===== src/rtl/fifo_param_pkg.sv =====
// Shared constants and types for the parametrised FIFO: default geometry,
// read-mode selectors and the per-edge operation encoding.
package fifo_param_pkg;

    localparam int FIFO_DEFAULT_DATA_WIDTH    = 10;
    localparam int FIFO_DEFAULT_ADDRESS_WIDTH = 3;

    localparam bit FIFO_MODE_REG  = 1'b0;
    localparam bit FIFO_MODE_FWFT = 1'b1;

    // Encoding is {pop accepted, push accepted}
    typedef enum logic [1:0] {
        OP_IDLE = 2'b00,
        OP_PUSH = 2'b01,
        OP_POP  = 2'b10,
        OP_BOTH = 2'b11
    } fifo_op_t;

    function automatic fifo_op_t decode_op(input logic push_ok, input logic pop_ok);
        return fifo_op_t'({pop_ok, push_ok});
    endfunction

endpackage


===== src/rtl/fifo_mem.sv =====
// Storage array for fifo_param: synchronous write, asynchronous read.
// Contents are deliberately not reset.
module fifo_mem
    import fifo_param_pkg::*;
#(
    parameter int data_width    = FIFO_DEFAULT_DATA_WIDTH,
    parameter int address_width = FIFO_DEFAULT_ADDRESS_WIDTH
) (
    input  logic                     clk,
    input  logic                     write_en,
    input  logic [address_width-1:0] write_addr,
    input  logic [data_width-1:0]    write_data,
    input  logic [address_width-1:0] read_addr,
    output logic [data_width-1:0]    read_data
);

    logic [data_width-1:0] mem [2**address_width];

    always_ff @(posedge clk) begin
        if (write_en) begin
            mem[write_addr] <= write_data;
        end
    end

    assign read_data = mem[read_addr];

endmodule


===== src/rtl/fifo_param.sv =====
// Parametrised synchronous FIFO with occupancy count, threshold flags,
// sticky error flags and registered or first-word-fall-through read mode.
module fifo_param
    import fifo_param_pkg::*;
#(
    parameter int data_width    = FIFO_DEFAULT_DATA_WIDTH,
    parameter int address_width = FIFO_DEFAULT_ADDRESS_WIDTH,
    parameter bit FWFT          = FIFO_MODE_REG
) (
    input  logic                     clk,
    input  logic                     reset,
    input  logic                     push,
    input  logic                     pop,
    input  logic [data_width-1:0]    FIFO_data_in,
    input  logic [address_width:0]   almost_full_th,
    input  logic [address_width:0]   almost_empty_th,
    output logic [data_width-1:0]    FIFO_data_out,
    output logic                     valid,
    output logic                     full,
    output logic                     empty,
    output logic                     almost_full,
    output logic                     almost_empty,
    output logic [address_width:0]   count,
    output logic                     overflow_err,
    output logic                     underflow_err
);

    localparam int depth = 2**address_width;
    localparam logic [address_width:0] depth_count = (address_width+1)'(depth);

    logic [address_width-1:0] wr_ptr;
    logic [address_width-1:0] rd_ptr;
    logic [address_width:0]   count_q;
    logic                     overflow_q;
    logic                     underflow_q;
    logic [data_width-1:0]    read_data;
    logic                     push_ok;
    logic                     pop_ok;
    fifo_op_t                 op;

    assign full         = (count_q == depth_count);
    assign empty        = (count_q == '0);
    assign almost_full  = (count_q >= almost_full_th);
    assign almost_empty = (count_q <= almost_empty_th);
    assign count        = count_q;

    // A full FIFO still accepts a push when a pop frees a slot on the same edge
    assign pop_ok  = pop & ~empty;
    assign push_ok = push & (~full | pop_ok);
    assign op      = decode_op(push_ok, pop_ok);

    fifo_mem #(
        .data_width    (data_width),
        .address_width (address_width)
    ) u_mem (
        .clk        (clk),
        .write_en   (push_ok),
        .write_addr (wr_ptr),
        .write_data (FIFO_data_in),
        .read_addr  (rd_ptr),
        .read_data  (read_data)
    );

    always_ff @(posedge clk or posedge reset) begin
        if (reset) begin
            wr_ptr  <= '0;
            rd_ptr  <= '0;
            count_q <= '0;
        end else begin
            if (push_ok) begin
                wr_ptr <= wr_ptr + 1'b1;
            end
            if (pop_ok) begin
                rd_ptr <= rd_ptr + 1'b1;
            end
            case (op)
                OP_PUSH: count_q <= count_q + 1'b1;
                OP_POP:  count_q <= count_q - 1'b1;
                default: count_q <= count_q;
            endcase
        end
    end

    always_ff @(posedge clk or posedge reset) begin
        if (reset) begin
            overflow_q  <= 1'b0;
            underflow_q <= 1'b0;
        end else begin
            if (push && full && !pop_ok) begin
                overflow_q <= 1'b1;
            end
            if (pop && empty) begin
                underflow_q <= 1'b1;
            end
        end
    end

    assign overflow_err  = overflow_q;
    assign underflow_err = underflow_q;

    generate
        if (FWFT == FIFO_MODE_FWFT) begin : g_fwft
            // Gate the array output so an empty FIFO shows zero, not stale data
            assign FIFO_data_out = empty ? '0 : read_data;
            assign valid         = ~empty;
        end else begin : g_reg
            logic [data_width-1:0] data_q;
            logic                  valid_q;

            always_ff @(posedge clk or posedge reset) begin
                if (reset) begin
                    data_q  <= '0;
                    valid_q <= 1'b0;
                end else if (pop_ok) begin
                    data_q  <= read_data;
                    valid_q <= 1'b1;
                end else begin
                    valid_q <= 1'b0;
                end
            end

            assign FIFO_data_out = data_q;
            assign valid         = valid_q;
        end
    endgenerate

endmodule

===== config.mk =====
export PLATFORM = sky130hd
export DESIGN_NAME = fifo_param
export DESIGN_NICKNAME = d
export VERILOG_FILES = /design/src/rtl/fifo_param_pkg.sv /design/src/rtl/fifo_mem.sv /design/src/rtl/fifo_param.sv
export SDC_FILE = /design/constraint.sdc
export NUM_CORES = 1
export LEC_CHECK = 0
export BUFFER_PORTS_ARGS = -buffer_cell sky130_fd_sc_hd__buf_2
export CAP_MARGIN = 40
export CORE_MARGIN = 3
export CORE_UTILIZATION = 58
export DETAILED_ROUTE_END_ITERATION = 16
export GPL_ROUTABILITY_DRIVEN = 1
export PLACE_DENSITY = 0.79
export SLEW_MARGIN = 25
export SYNTH_ARGS = -nofsm -noshare
export SYNTH_HDL_FRONTEND = slang
export SYNTH_SLANG_ARGS = --single-unit
export TNS_END_PERCENT = 1

===== constraint.sdc =====
create_clock -name clk -period 2.5 [get_ports clk]
set_input_delay 0.625 -clock clk [delete_from_list [all_inputs] [get_ports clk]]
set_output_delay 0.625 -clock clk [all_outputs]
set_load 0.05 [all_outputs]

Word level (Yosys, flattened, before mapping)
Memories as Yosys holds them, arrays and structs flattened. A register that Yosys moved wholly into a read port is not among the register bits. Index checks and enable logic that the tools add are counted.

Flip-flop bits (word level): 13. RAM bits: 80. Input port bits: 22. Output and inout bits: 21. Memories: 1.

Memory list: u_mem.mem (depth 8, width 10, rd ports 1, clocked after Yosys merged registers in 1, wr ports 1, line fifo_mem.sv:17) `logic [data_width-1:0] mem [2**address_width];`.

Add/sub/neg operators: 4. Order comparisons: 2. Equal/unequal tests: 3. Mux-type cells: 4. Bitwise logic cells: 5. Reductions and logical operators: 6.

Operators by type and width (number): $pmux W4 S2 (1); $add A3 B1 Y3 const B (2); $add A4 B1 Y4 const B (1); $eq A4 B4 Y1 const B (1); $ge A4 B4 Y1 (1); $le A4 B4 Y1 (1); $logic_not A4 Y1 (1); $sub A4 B1 Y4 const B (1); $logic_and A1 B1 Y1 (3); $mux W1 (3); $and A1 B1 Y1 (2); $eq A2 B1 Y1 const B (1); $eq A2 B2 Y1 const B (1); $not A1 Y1 (2); $reduce_bool A2 Y1 (1); $logic_not A1 Y1 (1); $or A1 B1 Y1 (1).

Depth between registers and ports, before layout
Word-level depth: 7. Gate-level depth with buffers: 8. Gate-level depth less buffers: 7.

By module
Synthesis repeated with hierarchy kept, for this count alone.

Cell total of the unflattened synthesis: 261. Area total of the unflattened synthesis: 4371.7 µm².

Modules (own cells, without submodules): fifo_mem (times used 1, cells an instance 128, area each 3133.0 µm², seq. area each 2402.3 µm²); fifo_param (times used 1, cells an instance 133, area each 1238.7 µm², seq. area each 575.6 µm²).

Worst setup path before layout
OpenSTA, ideal clock, no wires.

Path kind: reg2out. Start point: reg count_q[1], in the netlist count[1]. End point: out almost_empty. Arrival time: 2509 ps. Required time: 1875 ps. Path slack: -634 ps. Stages on the path, launching flop included: 6. Buffers on the path: 0. Cells stage by stage: dfrtp_1 ha_1 nor2b_1 o21a_1 o21a_1 o21ai_0.

Word-level cells in the longest chain between the ends: 1.

Ends and longest elaborated chain: from (decl) (line fifo_param.sv:33) `logic [address_width:0] count_q;`; from (signal assigned) (line fifo_param.sv:77) `OP_PUSH: count_q <= count_q + 1'b1;`; from (signal assigned) (line fifo_param.sv:78) `OP_POP: count_q <= count_q - 1'b1;`; from (signal assigned) (line fifo_param.sv:79) `default: count_q <= count_q;`; $le A4 B4 Y1 (line fifo_param.sv:44) `assign almost_empty = (count_q <= almost_empty_th);`; to (decl) (line fifo_param.sv:22) `output logic almost_empty,`.

No other way between the ends.

Worst setup path after layout
Start point: reg count_q[1], in the netlist count[1]. End point: out full.

Word-level cells in the longest chain between the ends: 1.

Ends and longest elaborated chain: $eq A4 B4 Y1 (line fifo_param.sv:41) `assign full = (count_q == depth_count);`; to (decl) (line fifo_param.sv:19) `output logic full,`.

No other way between the ends.

==> impl_metrics.env <==
export IMPL_timing_hold_ws_ns=0.216
export IMPL_numPortBuffers=42
export IMPL_placement_cell_area_sq_um=4800
export IMPL_fin_area_sq_um=5080
export IMPL_synth_top_cell_area_share_pct=54.2
export IMPL_clock_tree_buffer_depth=2
export IMPL_fin_ws_ns=0.0641
export IMPL_clock_insertion_delay_worst_skew_ns=0.36
export IMPL_synth_yosys_seq_area_share_pct=67.2
export IMPL_net_switching_power_mw=2.31
export IMPL_synthTopCellsByArea="edfxtp_1 54%, dfrtp_1 13%, mux2_2 5.1%"
export IMPL_period_share_pct=97.4
export IMPL_hold_buffers=0
export IMPL_power_switching_share_pct=39.8
export IMPL_status="completed"
export IMPL_utilization_pct=69.3
export IMPL_io_pin_count=43
export IMPL_synthToLayoutAreaGrowth_pct=14.7
export IMPL_detail_route_vias_per_cell=5.64
export IMPL_power_internal_mw=3.50
export IMPL_postSynth_topFlopCell="edfxtp_1"
export IMPL_worst_path_max_delay_cell="or4b_4"
export IMPL_syn_nets=334
export IMPL_firstDrtPassIters=4
export IMPL_ir_worst_vdd_mv=0.602
export IMPL_dp_hpwl_um=5790
export IMPL_setup_viol_count_final=0
export IMPL_synthDominantAreaCellType="edfxtp_1"
export IMPL_die_width_um=93.4
export IMPL_overflow=0
export IMPL_wl_per_cell_um=17.8
export IMPL_hold_viol_final=0
export IMPL_core_area_sq_um=7330
export IMPL_via_count=2628
export IMPL_synthesis_area_per_instance_sq_um=14.7
export IMPL_cell_count_of_the_worst_reg_to_reg_path=8
export IMPL_crit_required_ns=1.88
export IMPL_drv_cap=0
export IMPL_floorplan_initialDensity_pct=60.5
export IMPL_startpoint_type="flip-flop"
export IMPL_synth_yosys_warnings=0
export IMPL_synth_top_cells_by_count="80 x edfxtp_1, 26 x nand2_1, 23 x dfrtp_1"
export IMPL_asyncSetResetFlopFracSynth_pct=22.3
export IMPL_die_y_um=93.4
export IMPL_final_critical_path_required_period_ns=2.44
export IMPL_setup_worst_path_end_class="primary output"
export IMPL_cts_num_sinks=103
export IMPL_critical_path_max_fanout=3
export IMPL_skew_ns=0.0105
export IMPL_number_of_buffers_added_by_the_clock_tree_synthesis_step=9
export IMPL_worst_slew_pin_transition_ns=0.728
export IMPL_fp_row_count=31
export IMPL_synth_most_common_cell="edfxtp_1"
export IMPL_number_of_antenna_violations_at_the_first_check_in_global_routing=0
export IMPL_unrepaired_setup_endpoints_after_global_routing="true"
export IMPL_slew_violations=0
export IMPL_worst_hold_check_path_type="primary input to async pin"
export IMPL_netlist_instances=301
export IMPL_yosys_register_bits=103
export IMPL_pin_count_of_the_biggest_net_entering_global_routing=20
export IMPL_total_die_area_sq_um=8730
export IMPL_worst_endpoint_arrival_ns=1.81
export IMPL_sequentialPowerShare_pct=41.5
export IMPL_clock_tree_from_tritoncts="built"
export IMPL_gp_congestion=0.822
export IMPL_max_freq_ghz=0.411
export IMPL_post_synth_instance_area_sq_um=4430
export IMPL_pwr_share_clk_pct=16.9
export IMPL_clk_transition_reported_paths_ns=0.11
export IMPL_timing_critical_path_cells="buf_4 > or4b_4 > inv_1 > buf_6"
export IMPL_comb_power_share_pct=41.6
export IMPL_groute_usage_overall_pct=20.0
export IMPL_drc_violation_count_after_routing=0
export IMPL_via_count_of_the_first_global_routing_pass=2709
export IMPL_fill_cells=494
export IMPL_yosys_cell_types_count=40
export IMPL_drt_wl_total_um=8320
export IMPL_p_leak_nw=2.02
export IMPL_layout_cell_share_with_drive_strength_beyond_1_pct=31.6
export IMPL_grt_first_pass_wirelength_um=13100
export IMPL_n_antenna_cell=0
export IMPL_synth_enable_flop_cells=80
export IMPL_cts_root_buf="clkbuf_8"
export IMPL_slowest_delay_ns=0.53
export IMPL_dr_first_iter_drc_count=164
export IMPL_powerDensity_nw_per_um2=1140
export IMPL_cts_htree_levels=3
export IMPL_worstSetupPathType="flip-flop to primary output"
export IMPL_relSlewSlack_pct=51.1
export IMPL_layout_nets=395
export IMPL_route_antenna_remaining_nets=0
export IMPL_dp_worst_setup_slack_ns=0.00736
## cell usage in the layout, fill, tap and decap left out, types with 2 or more instances in the layout
master / n
xnor2_1: 3
nor2_1: 12
inv_6: 2
clkbuf_8: 9
ha_4: 2
a221o_1: 11
nand2b_1: 5
nand2_1: 26
buf_6: 3
nor3_1: 5
o22ai_1: 10
a21o_1: 5
dfrtp_2: 2
dfrtp_1: 21
o21ai_1: 10
edfxtp_1: 80
o211ai_1: 2
o21a_1: 2
mux2i_1: 21
inv_2: 2
clkinvlp_4: 3
o21ai_0: 6
buf_2: 39
inv_1: 10
mux2_2: 20
ha_1: 9
buf_4: 23
or3_1: 2
nor2b_1: 3
a21oi_1: 2
nand3_1: 2
## registers in the layout (all words and copies together) (netlist names)
register / count
wr_ptr: 3
FIFO_data_out: 10
count: 4
valid: 1
overflow_err: 1
underflow_err: 1
u_mem.mem: 80
rd_ptr: 3
## layer usage
layer,track usage [%],vias up,wire length (um)
met2,33.7,88,4190
met1,26.1,1277,3540
met5,0,-,0
met3,4.10,6,538
li1,-,1257,-
met4,6.47,0,44
## stage by stage
| stage | setup TNS (ns) | std cells | total power, mW |
|---|---|---|---|
| finish | 0 | 466 | 5.82 |
| global placement | 0 | 439 | 4.65 |
| floorplan | -0.468 | 301 | 4.19 |
| detailed placement | 0 | 445 | 4.75 |
| CTS | -0.0127 | 464 | 5.76 |
| global route | -0.0625 | 466 | 6.13 |
## final cells by class
cell class / count / area (sq um) / share of cell area, %
Multi-Input combinational cell: 171 / 1340 / 26.4
Clock buffer: 9 / 124 / 2.44
Sequential cell: 103 / 2980 / 58.6
Timing Repair Buffer: 65 / 402 / 7.90
Inverter: 12 / 45.0 / 0.886
Clock inverter: 7 / 67.6 / 1.33
Tap cell: 99 / 124 / 2.44
## cells by family after synthesis
| logic type | synth area share (%) |
|---|---|
| compound gates | 9.15 |
| xor+xnor | 0.593 |
| flops | 67.2 |
| buf+inv | 3.50 |
| simple gates | 6.63 |
| fa+ha+maj | 3.11 |
| mux | 9.83 |
## worst max-delay path: cells and delay by family (launching register included)
kind / cells / cell delay, ns
buf+inv: 3 / 0.47
flops: 1 / 0.46
simple gates: 1 / 0.53
## power groups by stage
| stage | clock (mW) | sequential (mW) | combinational (mW) |
|---|---|---|---|
| after floorplan | 0 | 2.78 | 1.40 |
| after global placement | 0 | 2.43 | 2.22 |
| after detailed placement | 0 | 2.45 | 2.30 |
| after CTS | 0.990 | 2.40 | 2.37 |
| after global routing | 1.08 | 2.45 | 2.61 |
| final | 0.984 | 2.41 | 2.42 |
## repair_timing
action | in CTS | in global routing
pin swaps | 0 | 3
setup buffers | 3 | 0
resized for setup | 5 | 8
endpoints found under the setup margin | 2 | 3
## final timing paths
path                                               start  slack [ns]                           end
worst min-delay path                               reset        0.22  FIFO_data_out[1]$_DFFE_PP0N_
min in group clk                overflow_err$_DFFE_PP0P_        0.47      overflow_err$_DFFE_PP0P_
worst max-delay path                count[1]$_DFFE_PP0P_        0.06                          full
worst max register to register      count[2]$_DFFE_PP0P_        0.12          count[2]$_DFFE_PP0P_
worst min register to register  overflow_err$_DFFE_PP0P_        0.47      overflow_err$_DFFE_PP0P_
max in group asynchronous                          reset        1.74          count[1]$_DFFE_PP0P_
No activity file was read; power rests on OpenSTA's default activity.
